**config.mk**
```make
export PLATFORM = sky130hd
export DESIGN_NAME = countdown_timer
export DESIGN_NICKNAME = d
export VERILOG_FILES = /design/src/rtl/countdown_timer.sv
export SDC_FILE = /design/constraint.sdc
export NUM_CORES = 1
export LEC_CHECK = 0
export CORE_UTILIZATION = 42
export CTS_BUF_LIST = sky130_fd_sc_hd__clkbuf_16
export CTS_CLUSTER_DIAMETER = 120
export DETAILED_ROUTE_END_ITERATION = 8
export GPL_TIMING_DRIVEN = 0
export PLACE_DENSITY_LB_ADDON = 0.15
export SYNTH_ARGS = -nofsm -noshare
export SYNTH_HDL_FRONTEND = slang
export SYNTH_SLANG_ARGS = --single-unit
export TNS_END_PERCENT = 100
```
**constraint.sdc**
```tcl
create_clock -name clk -period 2.8 [get_ports clk]
set_clock_uncertainty 0.1 [all_clocks]
set_input_delay 0.56 -clock clk [delete_from_list [all_inputs] [get_ports clk]]
set_output_delay 0.56 -clock clk [all_outputs]
set_load 0.02 [all_outputs]
```
**src/rtl/countdown_timer.sv**
```systemverilog
// countdown_timer: MM:SS BCD countdown with load/start/pause/clear and expiry flags
module countdown_timer #(
  parameter logic [3:0] MT_MAX = 4'd9,
  parameter logic [3:0] ST_MAX = 4'd5
) (
  input  logic        clk,
  input  logic        rst,
  input  logic        tick,
  input  logic        clear,
  input  logic        load,
  input  logic [15:0] load_bcd,
  input  logic        start,
  input  logic        pause,
  output logic [15:0] digits,
  output logic        running,
  output logic        done,
  output logic        expired
);
  typedef enum logic [1:0] {IDLE, RUN, PAUSE, DONE} state_t;
  state_t state_q, state_d;
  logic [15:0] digits_q, digits_d, dec, sat;
  logic [3:0] mt, mo, st, so;
  logic b0, b1, b2, done_d, done_q, running_q, expired_q;
  assign {mt, mo, st, so} = digits_q;
  assign b0 = so == 4'd0;
  assign b1 = b0 && st == 4'd0;
  assign b2 = b1 && mo == 4'd0;
  assign dec = {b2 ? mt - 4'd1 : mt,
                b1 ? (mo == 4'd0 ? 4'd9 : mo - 4'd1) : mo,
                b0 ? (st == 4'd0 ? ST_MAX : st - 4'd1) : st,
                b0 ? 4'd9 : so - 4'd1};
  assign sat = {load_bcd[15:12] > MT_MAX ? MT_MAX : load_bcd[15:12],
                load_bcd[11:8] > 4'd9 ? 4'd9 : load_bcd[11:8],
                load_bcd[7:4] > ST_MAX ? ST_MAX : load_bcd[7:4],
                load_bcd[3:0] > 4'd9 ? 4'd9 : load_bcd[3:0]};
  always_comb begin
    state_d = state_q;
    digits_d = digits_q;
    done_d = 1'b0;
    if (clear) begin
      state_d = IDLE;
      digits_d = 16'h0000;
    end else if (load && state_q != RUN) begin
      state_d = IDLE;
      digits_d = sat;
    end else if (start && state_q == IDLE && digits_q != 16'h0000) begin
      state_d = RUN;
    end else if (pause && (state_q == RUN || state_q == PAUSE)) begin
      state_d = state_q == RUN ? PAUSE : RUN;
    end else if (tick && state_q == RUN) begin
      digits_d = dec;
      state_d = dec == 16'h0000 ? DONE : RUN;
      done_d = dec == 16'h0000;
    end
  end
  always_ff @(posedge clk or posedge rst) begin
    if (rst) begin
      state_q <= IDLE;
      digits_q <= 16'h0000;
      done_q <= 1'b0;
      running_q <= 1'b0;
      expired_q <= 1'b0;
    end else begin
      state_q <= state_d;
      digits_q <= digits_d;
      done_q <= done_d;
      running_q <= state_d == RUN;
      expired_q <= state_d == DONE;
    end
  end
  assign digits = digits_q;
  assign running = running_q;
  assign done = done_q;
  assign expired = expired_q;
endmodule

```
# ---- Word-level counts from Yosys, hierarchy flattened
# Cells that the tools add are included.
dict set report classes {
  addsub 4
  magnitude_cmp 4
  n_eq_ne 7
  mux 27
  n_reduce_logical 16
}
# operator count
set ops {}
lappend ops {{2-to-1 mux 16 bit} 5}
lappend ops {{2-to-1 mux 4 bit} 10}
lappend ops {{logical NOT 16 bit} 1}
lappend ops {{nonzero test 16 bit} 1}
lappend ops {{subtractor 4 x 1 -> 4 bit, second input constant} 4}
lappend ops {{2-to-1 mux 2 bit} 7}
lappend ops {{greater-than comparator 4 bit, second input constant} 3}
lappend ops {{logical NOT 4 bit} 3}
lappend ops {{logical AND 1 bit} 7}
lappend ops {{inequality test 3 bit, second input constant} 2}
lappend ops {{2-to-1 mux 1 bit} 5}
lappend ops {{equality test 2 x 1 -> 1 bit, second input constant} 2}
lappend ops {{equality test 2 bit, second input constant} 2}
lappend ops {{greater-than comparator 4 x 3 -> 1 bit, second input constant} 1}
lappend ops {{AND reduction 3 bit} 1}
lappend ops {{nonzero test 3 bit} 1}
lappend ops {{logical NOT 2 bit} 1}
lappend ops {{inequality test 2 x 1 -> 1 bit, second input constant} 1}
lappend ops {{logical OR 1 bit} 1}
dict set report totals {
  ff_bits 21
  input_bits 23
  elab_cells 63
}

# ---- Logic depth before layout (Yosys ltp)
# Gate-level depths: netlist (run 1).
dict set report logic_depth {
  word_depth 12
  depth_mapped 8
}

# ---- Worst setup path before layout (run 1)
# OpenSTA, ideal clock, no wires.
dict set report synth_path {
  path_kind {register to register}
  from {reg digits_q[3] (netlist: digits[3])}
  to {reg digits_q[2] (netlist: digits[2])}
  t_arrival_ns 2.719
  required_time_ns 2.613
  path_slack_ns -0.106
  stages_incl_launch_ff 8
  path_buffers 2
  path_cell_list {dfrtp_1 > or4_1 > buf_2 > or4_4 > a211o_1 > buf_6 > or4b_1 > o211ai_1}
}
dict set report synth_between {
  elab_chain_len 7
  word_cells_on_any_way 11
}
# element line
set synth_lines {}
lappend synth_lines {{start: declaration} 21} ;# logic [15:0] digits_q, digits_d, dec, sat;
lappend synth_lines {{start signal: assignment} 65} ;# digits_q <= digits_d;
lappend synth_lines {{logical NOT 4 bit} 25} ;# assign b0 = so == 4'd0;
lappend synth_lines {{2-to-1 mux 4 bit} 31} ;# b0 ? 4'd9 : so - 4'd1};
lappend synth_lines {{2-to-1 mux 16 bit} 50} ;# end else if (tick && state_q == RUN) begin
lappend synth_lines {{2-to-1 mux 16 bit} 48} ;# end else if (pause && (state_q == RUN || state_q == PAUSE)) begin
lappend synth_lines {{2-to-1 mux 16 bit} 46} ;# end else if (start && state_q == IDLE && digits_q != 16'h0000) begin
lappend synth_lines {{2-to-1 mux 16 bit} 43} ;# end else if (load && state_q != RUN) begin
lappend synth_lines {{2-to-1 mux 16 bit} 40} ;# if (clear) begin
# Parallel ways exist; a longest one is shown, timed or not. The select of a mux whose other input is x is not followed.
# A chain may end at the register's enable or synchronous reset.

# ---- Final worst setup path (run 1)
dict set report layout_path {
  from {reg digits_q[5] (netlist: digits[5])}
  to {reg digits_q[2] (netlist: digits[2])}
}
dict set report layout_between {
  elab_chain_len 4
}
# element line
set layout_lines {}
lappend layout_lines {{nonzero test 16 bit} 46}
lappend layout_lines {{logical AND 1 bit} 46}
lappend layout_lines {{inequality test 3 bit (no source line)} --}
lappend layout_lines {{AND reduction 3 bit (no source line)} --}
# Every way passes these cells.

==> results of run 1 <==
per-stage QoR:
step	instances	TNS (ns)	total power [mW]	setup WS, ns	hold slack, ns
final	263	-0.0206	0.920	-0.0146	0.555
after global routing	263	-0.207	0.962	-0.0785	0.590
after CTS	253	-0.0404	0.894	-0.0404	0.556
after detailed placement	245	-0.0864	0.590	-0.0864	0.451
after global placement	245	-0.0715	0.584	-0.0715	0.448
after floorplan	160	-0.0356	0.489	-0.0356	0.436
cells by family (layout without fill, tap and decap cells):
| kind of cell | Yosys count | count (layout) | synth area share |
|---|---|---|---|
| mux | 5 | 5 | 0.0357 |
| fa+ha+maj | 4 | 4 | 0.0357 |
| flops | 21 | 21 | 0.374 |
| xor+xnor | 8 | 8 | 0.0499 |
| buf+inv | 14 | 73 | 0.0446 |
| simple gates | 69 | 69 | 0.274 |
| compound gates | 39 | 39 | 0.186 |
what timing repair did:
action                     4_1_cts  5_1_grt
cloned                           0        0
pin swaps                        1        0
resized for setup                2        8
setup endpoints to repair        2        2
setup buffers                    4       10
per-layer routing:
layer	wire length (um)	global-route usage	up-vias
li1	-	-	716
met1	1630	0.284	713
met2	2060	0.429	67
met3	230	0.0498	6
met4	76	0.0698	0
met5	0	0	-
worst reg2reg max path: cells and delay by family (launching register included):
kind | cells | cell delay (ns)
compound gates | 2 | 0.45
buf+inv | 2 | 0.26
flops | 1 | 0.40
simple gates | 3 | 1.50
cell usage in the layout, fill, tap and decap left out, drive strengths merged, types with 6 or more instances in the layout:
cell	count
nor3	6
xor2	6
clkdlybuf4s50	41
o21ai	9
a21oi	7
nand2	13
inv	8
clkbuf	6
dfrtp	21
buf	18
or4	7
nor4	6
nor2	14
power groups by stage:
stage	clock network, mW	registers, mW	logic, mW
after floorplan	0	0.368	0.120
after global placement	0	0.353	0.232
after detailed placement	0	0.354	0.235
after CTS	0.301	0.346	0.247
after global routing	0.312	0.349	0.300
final	0.299	0.346	0.275
worst max path at each step:
stage | start | endpoint | slack [ns] | cells past startpoint
6_report | digits[5]$_DFFE_PP0P_ | digits[2]$_DFFE_PP0P_ | -0.01 | 7
5_1_grt | digits[12]$_DFFE_PP0P_ | digits[2]$_DFFE_PP0P_ | -0.08 | 8
4_1_cts | digits[5]$_DFFE_PP0P_ | digits[2]$_DFFE_PP0P_ | -0.04 | 7
3_5_place_dp | digits[5]$_DFFE_PP0P_ | digits[2]$_DFFE_PP0P_ | -0.09 | 7
3_3_place_gp | digits[5]$_DFFE_PP0P_ | digits[2]$_DFFE_PP0P_ | -0.07 | 7
2_1_floorplan | digits[5]$_DFFE_PP0P_ | digits[2]$_DFFE_PP0P_ | -0.04 | 7
sequential cells by signal, indices dropped and copies added (netlist names):
name and flops:
running 1, done 1, expired 1, state_q 2, digits 16
cell type report:
| class | instances | area, um^2 |
|---|---|---|
| tap | 44 | 55.1 |
| timing repair buffer | 55 | 515 |
| inverter | 7 | 26.3 |
| clock inverter | 1 | 3.75 |
| buffer | 7 | 48.8 |
| multi-input combinational | 125 | 836 |
| sequential | 21 | 536 |
| clock buffer | 3 | 75.1 |
| fill | 264 | 1010 |
==> qor.csv, run 1 <==
stage,metric,value,unit
min_path,type of the most critical hold path,reg -> reg,
floorplan,num rows,20,
placement,Post-Place Cell Area,1880,um^2
cells_and_area,final design instance area without fill,2100,um^2
yosys,warnings from Yosys,0,
power,fraction of power consumed by combinational cells,0.299,
routing,antenna-violating nets left,0,
global_routing,number of antenna violations at the first check in global routing,0,
min_path,Worst Hold Path EP,digits[2]$_DFFE_PP0P_,
yosys,number of cells produced by synthesis,160,
cells_and_area,layout cells sized above 1,0.178,
worst_setup_path,number of cells traversed by the worst register-to-register path,7,
worst_setup_path,Critical Path End Type,flop,
clock_network,number of CTS-inserted buffers,3,
power,leakage,0.846,nW
power,Sw Pwr,0.267,mW
routing,via count,1502,
timing,"Worst Setup Slack, final",-0.0146,ns
worst_setup_path,WP data arrival,2.88,ns
timing,RSZ-0062 raised after global routing,yes,
clock_network,clock-pin transition on the worst setup and hold timing paths,0.06,ns
worst_setup_path,crit-path max FO,7,
global_routing,Overall Global Routing Usage,0.239,
routing,DRT Wirelength,4.00,mm
clock_network,master cell of the clock root buffer,clkbuf_16,
clock_network,TritonCTS sink count,21,
clock_network,maximum level of the CTS H-tree,1,
routing,initial detailed-routing violation count,57,
timing,transition time at the pin with the least slew margin,0.808,ns
cells_and_area,Synth-to-Final Area Change,49.3,%
yosys,Cell variety after synth,44,
clock_network,worst-case clock buffer depth,2,
worst_setup_path,kind of critical path,reg -> reg,
routing,drt first pass iters,4,
worst_setup_path,startpoint of the worst register-to-register path,digits[5]$_DFFE_PP0P_,
routing,DR vias/cell,5.71,
yosys,share of synthesized registers carrying an async set or reset,1.00,
global_routing,maximum number of pins on one net before global-route repair,22,
floorplan,starting density of the core,0.452,
global_routing,overflow left after global routing,0,
worst_setup_path,delay of the slowest cell on the worst path,0.53,ns
yosys,Post-Syn Nets,187,
worst_setup_path,worst endpoint required time,2.86,ns
yosys,number of flops mapped to enable cells by yosys,0,
worst_setup_path,sum of buffers and inverters on the critical path,2,
power,share of power burned in registers,0.376,
cells_and_area,Total Nets Final,247,
timing,final count of negative-setup-slack endpoints,2,
floorplan,Die ar.,3580,um^2
status,outcome,"complete, but fails checks",
routing,DRC violation count after routing,0,
timing,achievable clock frequency,355,MHz
worst_setup_path,worst reg2reg setup slack,-0.01,ns
floorplan,number of ports placed on the die boundary,42,
worst_setup_path,cells along the critical path,or4_4 -> buf_6 -> or4_4 -> a211o_1 -> buf_6 -> or4b_1 -> o211ai_1,
yosys,top flip-flop cell by instance count after synthesis,dfrtp_1,
yosys,dominant cell by count in the synthesized netlist,dfrtp_1,
yosys,flip-flop and latch count after synthesis,21,
cells_and_area,Ant. Diodes,0,
clock_network,clock insertion delay at the later pin of the skew report,0.25,ns
power,maximum vdd ir drop,0.332,mV
worst_setup_path,"CP delay by family, top",simple AND/OR/NAND/NOR gates,
yosys,average size of a mapped cell,8.77,um^2
floorplan,CORE AREA,3100,um^2
timing,part of the cycle the worst path needs,1.01,
flow_run,Max-cap violations,0,
min_path,WHS Path Cells,2,
yosys,share of the synthesized area in the top cell type,0.374,
yosys,post-synthesis instance area,1400,um^2
power,Int Pwr,0.653,mW
floorplan,horizontal extent of the die,59.8,um
timing,hold violation count in the final report,0,
timing,worst slew slack as a fraction of its limit,0.461,
min_path,launch point of the worst hold path,digits[2]$_DFFE_PP0P_,
routing,final routed wire length divided by cell count,15.2,um
worst_setup_path,standard cell with the maximum stage delay on the critical path,or4_4,
placement,Post-DP HPWL,2.83,mm
clock_network,clock tree from TritonCTS,yes,
yosys,cell type contributing the most total cell area after synthesis,dfrtp_1,
clock_network,# hold bufs at CTS,0,
global_routing,global-route wire length before repair,6.31,mm
global_routing,number of global-route vias before repair,1394,
status,violations in the final reports,setup timing,
worst_setup_path,CP startpoint kind,flop,
placement,number of buffers added on ports,41,
worst_setup_path,destination of the worst register-to-register timing path,digits[2]$_DFFE_PP0P_,
power,fraction of power spent switching nets,0.291,
cells_and_area,final design utilization,0.675,
timing,final max-slew violation count,0,
power,total power per unit cell area,439,nW/um^2
timing,final period demand of the worst path,2.81,ns
yosys,most numerous cell types in the synthesized netlist,"21 x dfrtp_1, 14 x nor2_1, 13 x nand2_1",
power,share of power burned in the clock network,0.325,
floorplan,floorplan die height,59.8,um
yosys,cell types occupying the most area after synthesis,"dfrtp_1 37%, nor2_1 3.7%, xor2_1 3.7%",
placement,gpl congestion,0.794,
yosys,share of synthesized area occupied by flip-flops and latches,0.374,
Note: power is estimated with default switching activity, not from simulation.
==> run 2, diff against run 1 <==
--- a/config.mk
+++ b/config.mk
@@ -5,11 +5,13 @@
 export SDC_FILE = /design/constraint.sdc
 export NUM_CORES = 1
 export LEC_CHECK = 0
-export CORE_UTILIZATION = 42
+export CORE_MARGIN = 2
+export CORE_UTILIZATION = 47
 export CTS_BUF_LIST = sky130_fd_sc_hd__clkbuf_16
 export CTS_CLUSTER_DIAMETER = 120
 export DETAILED_ROUTE_END_ITERATION = 8
 export GPL_TIMING_DRIVEN = 0
+export HOLD_SLACK_MARGIN = 0.08
 export PLACE_DENSITY_LB_ADDON = 0.15
 export SYNTH_ARGS = -nofsm -noshare
 export SYNTH_HDL_FRONTEND = slang
==> constraint.sdc (replaced) <==
create_clock -name clk -period 3.2 [get_ports clk]
set_clock_uncertainty 0.1 [all_clocks]
set_input_delay 0.64 -clock clk [delete_from_list [all_inputs] [get_ports clk]]
set_output_delay 0.64 -clock clk [all_outputs]
set_load 0.02 [all_outputs]
==> qor.csv, run 2 (synthesis gave the netlist of run 1 again) <==
stage,metric,value,unit,change
worst_setup_path,cells along the critical path,or4_1 -> buf_2 -> or4_4 -> a211o_1 -> buf_6 -> or4b_1 -> o211ai_1,,
global_routing,overflow left after global routing,0,,unchanged
global_routing,Overall Global Routing Usage,0.246,,+0.00698
cells_and_area,"count of placed standard cells in the final layout, fillers left out",236,,-10%
timing,part of the cycle the worst path needs,0.926,,-0.0787
timing,final period demand of the worst path,2.96,ns,+0.150 ns
worst_setup_path,kind of critical path,reg -> reg,,
worst_setup_path,worst endpoint required time,3.27,ns,+0.41 ns
clock_network,# hold bufs at CTS,0,,unchanged
worst_setup_path,"CP delay by family, top",simple AND/OR/NAND/NOR gates,,
routing,initial detailed-routing violation count,53,,-7.0%
routing,antenna-violating nets left,0,,unchanged
cells_and_area,layout cells sized above 1,0.0537,,-0.124
placement,Post-DP HPWL,2.85,mm,+0.93%
clock_network,clock-pin transition on the worst setup and hold timing paths,0.06,ns,about the same
timing,worst slew slack as a fraction of its limit,0.453,,-0.00761
status,violations in the final reports,DRC,,
global_routing,number of global-route vias before repair,1309,,-6.1%
worst_setup_path,launch point of the critical path,digits[3]$_DFFE_PP0P_,,
clock_network,clock insertion delay at the later pin of the skew report,0.26,ns,about the same
timing,final count of negative-setup-slack endpoints,0,,-2
min_path,launch point of the worst hold path,digits[7]$_DFFE_PP0P_,,
clock_network,clock tree from TritonCTS,yes,,
timing,achievable clock frequency,337,MHz,-5.1%
clock_network,number of CTS-inserted buffers,3,,unchanged
cells_and_area,"leading cell types in the layout, fill and taps excluded","41 x clkdlybuf4s50_1, 21 x dfrtp_1, 14 x nor2_1, 13 x nand2_1, 9 x o21ai_0",,
worst_setup_path,delay of the slowest cell on the worst path,0.55,ns,+0.02 ns
placement,total placed cells including tap cells,232,,-5.3%
placement,number of buffers added on ports,41,,unchanged
cells_and_area,Synth-to-Final Area Change,37.6,%,
clock_network,number of resized instances in the post-cts repair step,0,,-2
power,leakage,0.781,nW,-7.6%
cells_and_area,Ant. Diodes,0,,unchanged
power,total power per unit cell area,405,nW/um^2,-7.8%
timing,"Worst Setup Slack, final",0.235,ns,+0.250 ns
placement,pre-CTS setup slack,0.244,ns,+0.330 ns
routing,drt first pass iters,6,,+2
global_routing,number of antenna violations at the first check in global routing,0,,unchanged
floorplan,num rows,19,,-5.0%
min_path,type of the most critical hold path,reg -> reg,,
floorplan,floorplan die height,58.7,um,-1.9%
clock_network,setup repair bufs after CTS,0,,-4
worst_setup_path,standard cell with the maximum stage delay on the critical path,or4_4,,
placement,gpl congestion,0.803,,+1.1%
clock_network,TritonCTS sink count,21,,unchanged
global_routing,global-route wire length before repair,6.29,mm,-0.22%
timing,final max-slew violation count,0,,unchanged
floorplan,horizontal extent of the die,58.7,um,-1.9%
cells_and_area,Total Nets Final,233,,-5.7%
worst_setup_path,startpoint of the worst register-to-register path,digits[3]$_DFFE_PP0P_,,
routing,DRC violation count after routing,2,,+2
timing,hold_ws,0.479,ns,-0.0762 ns
routing,via count,1415,,-5.8%
routing,DRT Wirelength,3.87,mm,-3.2%
floorplan,starting density of the core,0.500,,+0.0480
clock_network,worst-case clock buffer depth,2,,unchanged
power,maximum vdd ir drop,0.250,mV,-25%
status,outcome,"complete, but fails checks",,
worst_setup_path,crit-path max FO,9,,+2
clock_network,master cell of the clock root buffer,clkbuf_16,,
global_routing,maximum number of pins on one net before global-route repair,22,,unchanged
cells_and_area,number of flip-flops under the largest register name,16,,unchanged
flow_run,Max-cap violations,0,,unchanged
timing,RSZ-0062 raised after global routing,no,,
worst_setup_path,CP startpoint kind,flop,,
timing,transition time at the pin with the least slew margin,0.819,ns,+0.0114 ns
routing,DR vias/cell,6.00,,+5.0%
floorplan,Die ar.,3440,um^2,-3.9%
worst_setup_path,WP data arrival,3.04,ns,+0.16 ns
worst_setup_path,Critical Path End Type,flop,,
floorplan,number of ports placed on the die boundary,42,,unchanged
worst_setup_path,sum of buffers and inverters on the critical path,2,,unchanged
timing,hold violation count in the final report,0,,unchanged
routing,final routed wire length divided by cell count,16.4,um,+7.8%
floorplan,CORE AREA,2810,um^2,-9.6%
clock_network,maximum level of the CTS H-tree,1,,unchanged
timing,accumulated negative setup slack,0,ns,+0.0206 ns
cells_and_area,"leading cell type in the layout, fill and taps excluded",clkdlybuf4s50_1,,
-- run 2: report_power, final --
group          total [mW]  leakage, nW  switching [mW]  internal [mW]
Combinational       0.207        0.457           0.108         0.0988
Sequential          0.304        0.282          0.0238          0.280
Clock               0.271       0.0423           0.104          0.167
Total               0.782        0.781           0.235          0.546
-- run 2: area by class of cell --
class / count / area, um^2
Inverter: 7 / 26.3
Fill cell: 230 / 873
Sequential cell: 21 / 526
Clock buffer: 3 / 75.1
Timing Repair Buffer: 41 / 410
Buffer: 7 / 36.3
Clock inverter: 1 / 3.75
Multi-Input combinational cell: 125 / 816
Tap cell: 31 / 38.8
-- run 2: metrics by stage --
step	power, mW	instance area (um^2)	utilization
final	0.782	1930	0.689
after floorplan	0.425	1400	-
after detailed placement	0.515	1850	0.661
after global routing	0.816	1930	0.689
after CTS	0.781	1930	0.689
after global placement	0.507	1850	0.661
-- run 2: path summary, 6_finish.rpt --
kind | endpoint | slack [ns] | cells past startpoint
min | digits[7]$_DFFE_PP0P_ | 0.48 | 2
max reg2reg | digits[2]$_DFFE_PP0P_ | 0.24 | 7
max | digits[2]$_DFFE_PP0P_ | 0.24 | 7
min in group asynchronous | digits[4]$_DFFE_PP0P_ | 0.74 | 2
min reg2reg | digits[7]$_DFFE_PP0P_ | 0.48 | 2
max in group asynchronous | digits[7]$_DFFE_PP0P_ | 1.75 | 2
-- run 2: per-layer routing --
layer  up-vias  wire length [um]  track usage
li1        686                 -            -
met1       680              1650        0.310
met2        44              1990        0.443
met3         5               198       0.0286
met4         0                36       0.0682
met5         -                 0            0
-- run 2: worst register-to-register path, cell delays in order, from the launching register on --
cell	delay [ns]
dfrtp_1	0.45
or4_1	0.53
buf_2	0.17
or4_4	0.55
a211o_1	0.32
buf_6	0.14
or4b_1	0.47
o211ai_1	0.17
==> run 3, diff against run 2 <==
--- a/config.mk
+++ b/config.mk
@@ -5,6 +5,7 @@
 export SDC_FILE = /design/constraint.sdc
 export NUM_CORES = 1
 export LEC_CHECK = 0
+export CAP_MARGIN = 25
 export CORE_MARGIN = 2
 export CORE_UTILIZATION = 47
 export CTS_BUF_LIST = sky130_fd_sc_hd__clkbuf_16
==> constraint.sdc (replaced) <==
create_clock -name clk -period 3.2 [get_ports clk]
set_clock_uncertainty 0.1 [all_clocks]
set_input_delay 0.8 -clock clk [delete_from_list [all_inputs] [get_ports clk]]
set_output_delay 0.8 -clock clk [all_outputs]
set_load 0.02 [all_outputs]
==> results of run 3 <==
Same layout as run 2 (identical final DEF). Status: complete, but fails checks: DRC.
Main changes from that run: setup slack after placement 0.244 ns -> 0.211 ns
